==> config.mk <==
export PLATFORM = sky130hd
export DESIGN_NAME = denise_collision_unit
export DESIGN_NICKNAME = d
export VERILOG_FILES = /design/src/rtl/denise_collision_unit_pkg.sv /design/src/rtl/denise_collision_unit.sv
export SDC_FILE = /design/constraint.sdc
export NUM_CORES = 1
export LEC_CHECK = 0
export CAP_MARGIN = 20
export CORE_ASPECT_RATIO = 1.4
export CORE_MARGIN = 10
export CORE_UTILIZATION = 47
export DETAILED_ROUTE_END_ITERATION = 8
export PLACE_DENSITY = 0.95
export SETUP_SLACK_MARGIN = 0.15
export SYNTH_ARGS = -nofsm -noshare
export SYNTH_HDL_FRONTEND = slang
export SYNTH_SLANG_ARGS = --single-unit
==> constraint.sdc <==
create_clock -name clk -period 4.6 [get_ports clk]
set_input_delay 1.38 -clock clk [delete_from_list [all_inputs] [get_ports clk]]
set_output_delay 1.38 -clock clk [all_outputs]
set_load 0.02 [all_outputs]
==> src/rtl/denise_collision_unit_pkg.sv <==
// Shared constants and combinational match logic for the Denise collision unit.
package denise_collision_unit_pkg;

    // Register word addresses; only bits [8:1] are decoded.
    localparam logic [8:0] CLXDAT_ADDR  = 9'h00E;
    localparam logic [8:0] CLXCON_ADDR  = 9'h098;
    localparam logic [8:0] CLXCON2_ADDR = 9'h10E;

    // CLXCON field positions (ENSP7,5,3,1 / ENBP6..1 / MVBP6..1).
    localparam int unsigned ENSP_LSB = 12;
    localparam int unsigned ENBP_LSB = 6;
    localparam int unsigned MVBP_LSB = 0;

    // CLXCON2 field positions (ENBP8,7 / MVBP8,7).
    localparam int unsigned ENBP78_LSB = 6;
    localparam int unsigned MVBP78_LSB = 0;

    // CLXDAT bit positions.
    localparam int unsigned CLX_EVEN_ODD = 0;
    localparam int unsigned CLX_ODD_SP   = 1;
    localparam int unsigned CLX_EVEN_SP  = 5;
    localparam int unsigned CLX_SP01     = 9;
    localparam int unsigned CLX_SP02     = 10;
    localparam int unsigned CLX_SP03     = 11;
    localparam int unsigned CLX_SP12     = 12;
    localparam int unsigned CLX_SP13     = 13;
    localparam int unsigned CLX_SP23     = 14;

    typedef struct packed {
        logic [1:0] enbp;   // {ENBP8, ENBP7}
        logic [1:0] mvbp;   // {MVBP8, MVBP7}
    } clxcon2_t;

    function automatic logic [14:0] collision_events(
        input logic [15:0] clxcon,
        input clxcon2_t    clxcon2,
        input logic        aga,
        input logic        dblpf,
        input logic [8:1]  bpldata,
        input logic [7:0]  nsprite
    );
        logic [8:1]  enbp;
        logic [8:1]  mvbp;
        logic [8:1]  match;
        logic        odd_m;
        logic        even_m;
        logic        odd;
        logic        even;
        logic [3:0]  ensp;
        logic [3:0]  grp;
        logic [14:0] ev;

        // Masking the enables without AGA makes planes 7/8 unconditionally match.
        enbp  = {(aga ? clxcon2.enbp : 2'b00), clxcon[ENBP_LSB +: 6]};
        mvbp  = {clxcon2.mvbp, clxcon[MVBP_LSB +: 6]};
        match = ~enbp | ~(bpldata ^ mvbp);

        odd_m  = match[1] & match[3] & match[5] & match[7];
        even_m = match[2] & match[4] & match[6] & match[8];
        odd    = dblpf ? odd_m  : (odd_m & even_m);
        even   = dblpf ? even_m : (odd_m & even_m);

        ensp   = clxcon[ENSP_LSB +: 4];
        grp[0] = nsprite[0] | (nsprite[1] & ensp[0]);
        grp[1] = nsprite[2] | (nsprite[3] & ensp[1]);
        grp[2] = nsprite[4] | (nsprite[5] & ensp[2]);
        grp[3] = nsprite[6] | (nsprite[7] & ensp[3]);

        ev                   = '0;
        ev[CLX_EVEN_ODD]     = even & odd;
        ev[CLX_ODD_SP +: 4]  = {4{odd}} & grp;
        ev[CLX_EVEN_SP +: 4] = {4{even}} & grp;
        ev[CLX_SP01]         = grp[0] & grp[1];
        ev[CLX_SP02]         = grp[0] & grp[2];
        ev[CLX_SP03]         = grp[0] & grp[3];
        ev[CLX_SP12]         = grp[1] & grp[2];
        ev[CLX_SP13]         = grp[1] & grp[3];
        ev[CLX_SP23]         = grp[2] & grp[3];
        return ev;
    endfunction

endpackage

==> src/rtl/denise_collision_unit.sv <==
// Denise collision detector: per-pixel bitplane/sprite overlap checks accumulated
// into sticky CLXDAT flags, read (and cleared) over the register bus.
module denise_collision_unit
    import denise_collision_unit_pkg::*;
(
    input  logic        clk,
    input  logic        reset,
    input  logic        clk7_en,
    input  logic        aga,
    input  logic [8:1]  reg_address_in,
    input  logic [15:0] data_in,
    output logic [15:0] data_out,
    input  logic        dblpf,
    input  logic [8:1]  bpldata,
    input  logic [7:0]  nsprite
);

    logic [15:0] clxcon_q;
    clxcon2_t    clxcon2_q;
    logic [14:0] clxdat_q;
    logic [14:0] clxdat_d;
    logic [14:0] events;
    logic        sel_clxdat;
    logic        sel_clxcon;
    logic        sel_clxcon2;
    logic        read_clear;

    assign sel_clxdat  = (reg_address_in == CLXDAT_ADDR[8:1]);
    assign sel_clxcon  = (reg_address_in == CLXCON_ADDR[8:1]);
    assign sel_clxcon2 = (reg_address_in == CLXCON2_ADDR[8:1]);
    assign read_clear  = clk7_en & sel_clxdat;

    always_comb begin
        events = collision_events(clxcon_q, clxcon2_q, aga, dblpf, bpldata, nsprite);
        // New events are OR-ed after the clear so a hit in the read cycle survives.
        clxdat_d = (read_clear ? 15'd0 : clxdat_q) | events;
    end

    always_ff @(posedge clk or posedge reset) begin
        if (reset) begin
            clxcon_q  <= '0;
            clxcon2_q <= '0;
            clxdat_q  <= '0;
        end else begin
            clxdat_q <= clxdat_d;
            if (clk7_en) begin
                if (sel_clxcon) begin
                    clxcon_q  <= data_in;
                    clxcon2_q <= '0;
                end else if (sel_clxcon2 && aga) begin
                    clxcon2_q.enbp <= data_in[ENBP78_LSB +: 2];
                    clxcon2_q.mvbp <= data_in[MVBP78_LSB +: 2];
                end
            end
        end
    end

    always_comb begin
        data_out = 16'h0000;
        if (sel_clxdat) begin
            data_out = {1'b1, clxdat_q};
        end
    end

endmodule

; After elaboration in Yosys (flattened, before gate mapping)
; Index checks and enable logic that the tools add are counted.
[op_classes]
bitwise_logic = 30
n_reduce_logical = 4
eq_ne = 3
muxes = 7
[op_table]
columns = op, count
row1 = 1-bit bitwise AND, 19
row2 = 16-bit 2-to-1 mux, 1
row3 = 8-bit NOT, 2
row4 = 15-bit 2-to-1 mux, 1
row5 = 15-bit bitwise OR, 1
row6 = 4-bit bitwise AND, 2
row7 = 8-bit by 3-bit == test with 1-bit output (second input constant), 1
row8 = 8-bit by 7-bit == test with 1-bit output (second input constant), 1
row9 = 8-bit == test (second input constant), 1
row10 = 4-bit 2-to-1 mux, 2
row11 = 8-bit bitwise OR, 1
row12 = 8-bit XOR, 1
row13 = 1-bit bitwise OR, 4
row14 = 2-bit AND reduction, 2
row15 = 1-bit 2-to-1 mux, 2
row16 = 2-bit 2-to-1 mux, 1
row17 = 2-bit nonzero test, 1
row18 = 1-bit logical AND, 1
[word_totals]
reg_bits = 35
elab_cells = 48
out_inout_bits = 16
input_bits = 45

; Longest topological paths before layout
[depth]
depth_word = 10
depth_mapped = 6
depth_no_buf = 4

; Least setup slack after synthesis
; No wires, ideal clock.
[synth_timing]
kind = in2out
start = input port reg_address_in[4] (netlist name)
end = output port data_out[0]
n_path_buf = 1
path_slack_ns = 0.840
t_arrival_ns = 2.380
path_stages = 4
required_ns = 3.220
path_cell_list = nand4bb_1 > nor4_2 > clkbuf_1 > and2_1
[synth_between]
elab_chain_len = 2
[synth_lines]
columns = item, line_no
row1 = start: declaration, denise_collision_unit.sv:10  ; input logic [8:1] reg_address_in,
row2 = 8-bit by 3-bit == test with 1-bit output, denise_collision_unit.sv:28  ; assign sel_clxdat = (reg_address_in == CLXDAT_ADDR[8:1]);
row3 = named net sel_clxdat, denise_collision_unit.sv:23  ; logic sel_clxdat;
row4 = 16-bit 2-to-1 mux, denise_collision_unit.sv:60  ; if (sel_clxdat) begin
row5 = end: declaration, denise_collision_unit.sv:12  ; output logic [15:0] data_out,
; The timed path passes the listed nets, and every way through them passes these cells.

; Worst setup path after layout
[layout_timing]
start = input port reg_address_in[8] (netlist name)
end = output port data_out[0]
[layout_between]
elab_chain_len = 2
[layout_lines]
columns = item, line_no
row1 = 8-bit by 3-bit == test with 1-bit output, denise_collision_unit.sv:28
row2 = 16-bit 2-to-1 mux, denise_collision_unit.sv:60
; Every way passes these cells.

==> results by group <==
Run status
  • Outcome: finished, final reports clean

Synthesis
  • Syn Inst Count: 139
  • Post-synthesis sequential area ratio: 0.547
  • Post-synthesis register bit count: 35
  • Synthesized Nets: 184
  • Synth area leaders: dfrtp_1 55%, mux2_2 11%, and2_1 5.9%
  • Syn_area_per_cell: 11.5 um^2
  • Synth Cell Area: between 0.0015 and 0.002 mm^2
  • Largest area contributor in the synthesized netlist: dfrtp_1
  • Ys Warns: 0
  • Post-synth top area share: 0.547
  • Synth cell types: 26

Finish
  • Multi-input gate area: just under 700 um^2
  • Fillcell total: 246
  • Commonest non-fill, non-tap cell in the layout: clkdlybuf4s50_1
  • Diode count: 0
  • Most frequent cells in the layout: 44 x clkdlybuf4s50_1, 35 x dfrtp_1, 18 x nand2_1, 16 x mux2_2
  • Nets: 248
  • Post-Route Utilization: 0.694
  • Post-Layout Cell Count: 244
  • Syn-to-layout area delta: 43.6%
  • Share of cells above drive strength 1: 0.123
  • Register area: 876 um^2

Critical path
  • Delay-heaviest family, CP: buffers and inverters
  • WS Path Type: input port to output port
  • Critical path fanouts, max: 16
  • Critical Path RT: 3.22 ns
  • Critical path's largest stage delay: roughly 0.44 ns
  • Critical Path AT: 2.86 ns
  • CP max-delay cell: clkdlybuf4s50_1
  • Crit-path cells: clkdlybuf4s50_1, nand2b_1, nor4_2, buf_4, and2_1, dlygate4sd2_1
  • WP buf/inv: 3
  • Critical Path End Type: output port
  • RR Startpoint: clxcon2_q[0]
  • Critical Path Source Type: input port
  • Beginning of the critical path: reg_address_in[8]

Drt
  • Detailed Route WL: 3.84 mm
  • DR DRC count: 0
  • Vias: between 1,000 and 1,500
  • 1st-pass router iterations: 4
  • DRT iter0 DRCs: 42
  • ANT nets after route: 0
  • WL/cell: ~16 um
  • Via density: 5.22

CTS
  • Post-CTS setup buffers: 0
  • Clk slew on worst S/H paths: 0.06 ns
  • CTS Sinks: 35
  • H-Tree Depth: 2
  • Total CTS buffers: 5
  • Clock buffer depth: 2
  • CTS tree: built
  • Clk_lat worst skew: 0.28 ns
  • Clock Tree Root: clkbuf_8
  • Cts hold-fix bufs: 0

GRT
  • Antenna violations before repair: 0
  • Number of global-route vias before repair: 1,396
  • First-pass GRT wire length: ~6.4 mm
  • Aggregate global routing overflow: 0
  • Largest net degree at the start of global routing: 26
  • Total Routing Usage GR: 0.125

Die
  • Die area: 0.00618 mm^2
  • DIE HEIGHT: 89.1 um
  • Core area: 0.00332 mm^2
  • IO Pins: 61
  • Num rows: 25
  • Initial Utilization: 0.483
  • Horiz. Die Dim: 69.3 um

STA
  • Max-slew headroom: 0.387
  • Slew @ Worst Pin: ~0.92 ns
  • Final setup margin: 0.355 ns
  • Setup tns final: 0 ns
  • RSZ-0062 raised after global routing: false
  • Fin crit period: 4.24 ns
  • Final setup viols: 0
  • Fmax: roughly 240 MHz
  • Fin crit share: 0.923
  • Final hold vios: 0
  • Max Slew Vio Count: 0
  • Setup Skew: 0.00610 ns

Placed design
  • PortBufs: 60
  • Cell count after placement: 236
  • Pre-CTS setup slack: 0.0482 ns
  • HPWL Detailed: 3.19 mm
  • GPL Wtd Cong: 0.804

Power
  • Internal: 0.000468 W
  • Switching power: 0.000132 W
  • Design Power: ~0.0006 W
  • Power per cell area: 261 mW/mm^2
  • Clock power share: 0.342
  • LEAKAGE: 1.18 nW
  • Part of the power in registers: 0.535
  • Combinational cell fraction of total power: 0.123
  • Switch share: 0.220
  • VDD IR-drop max: 204 uV

Flow run
  • Max Cap Viol: 0

Worst hold path
  • Min-delay worst type: register to register
  • Hold Startpoint: clxdat_q[2]
-- cell families (layout without fill, tap and decap cells) --
logic type	Yosys count	count (layout)	synth area share
AO/OA/AOI/OAI	30	30	0.124
XOR/XNOR	8	8	0.0438
buffers and inverters	6	71	0.0227
flip-flops	35	35	0.547
multiplexers	16	16	0.112
AND/OR/NAND/NOR	44	44	0.150
-- power groups by stage --
stage	clock [W]	combinational [W]	sequential [W]
floorplan	0	0.0000263	0.000325
CTS	0.000212	0.0000748	0.000321
global placement	0	0.0000728	0.000326
detailed placement	0	0.0000748	0.000326
global route	0.000227	0.0000809	0.000321
finish	0.000205	0.0000738	0.000321
-- cell type report --
type,count,share of cell area
Sequential cell,35,0.381
Timing Repair Buffer,62,0.261
Tap cell,40,0.0218
Multi-Input combinational cell,98,0.300
Inverter,1,0.00163
Clock buffer,7,0.0332
Clock inverter,1,0.00218
-- through the flow --
step,instance area [um^2],hold WS [ns]
finish,2300,0.466
global route,2300,0.491
CTS,2300,0.474
detailed placement,2230,0.460
global placement,2230,0.450
floorplan,1600,0.440
-- synthesized netlist by cell type --
cell / instances
inv_1: 1
buf_6: 1
nor2b_1: 1
nor4_2: 1
nor3b_1: 1
buf_4: 1
nor3_1: 2
or3b_1: 1
or3_1: 1
o31ai_1: 8
nand3_1: 2
a22oi_1: 2
dfrtp_1: 35
clkbuf_1: 1
nand2b_1: 1
nand2_1: 18
a22o_1: 4
a32oi_1: 2
xor2_1: 8
and2_1: 15
nand4bb_1: 1
o21ai_0: 7
mux2_2: 16
a31oi_1: 1
a21oi_1: 6
buf_2: 2
-- registers in the layout (all words and copies together) (netlist names) --
name and flops:
clxcon2_q 4, clxcon_q 16, clxdat_q 15
-- metal layers --
| metal | routed length (um) | part of all wire | up-vias | GRT usage |
|---|---|---|---|---|
| met1 | 1380 | 0.36 | 600 | 0.118 |
| met4 | 83 | 0.022 | 0 | 0.0550 |
| met2 | 2080 | 0.54 | 43 | 0.231 |
| met5 | 0 | 0 | - | 0 |
| li1 | - | - | 621 | - |
| met3 | 293 | 0.076 | 9 | 0.0556 |
-- worst register-to-register path: cells and delay by family (launching register included) --
family          cells  cell delay [ns]
compound gates      3             0.70
xor+xnor            1             0.17
flops               1             0.39
-- worst paths after layout --
path                                end  slack [ns]  cells after the start
hold reg to reg             clxdat_q[2]        0.47                      2
max in group asynchronous  clxcon_q[10]        2.29                      3
setup reg to reg            clxdat_q[6]        3.23                      4
setup / recovery            data_out[0]        0.36                      6
hold / removal              clxdat_q[2]        0.47                      2
min in group asynchronous  clxcon2_q[1]        1.61                      2
-- timing repair --
item | 4_1_cts | 5_1_grt
endpoints found under the setup margin | 15 | 1
gates cloned | 0 | 0
gates resized for setup | 15 | 1
Note: power is estimated with default switching activity, not from simulation.
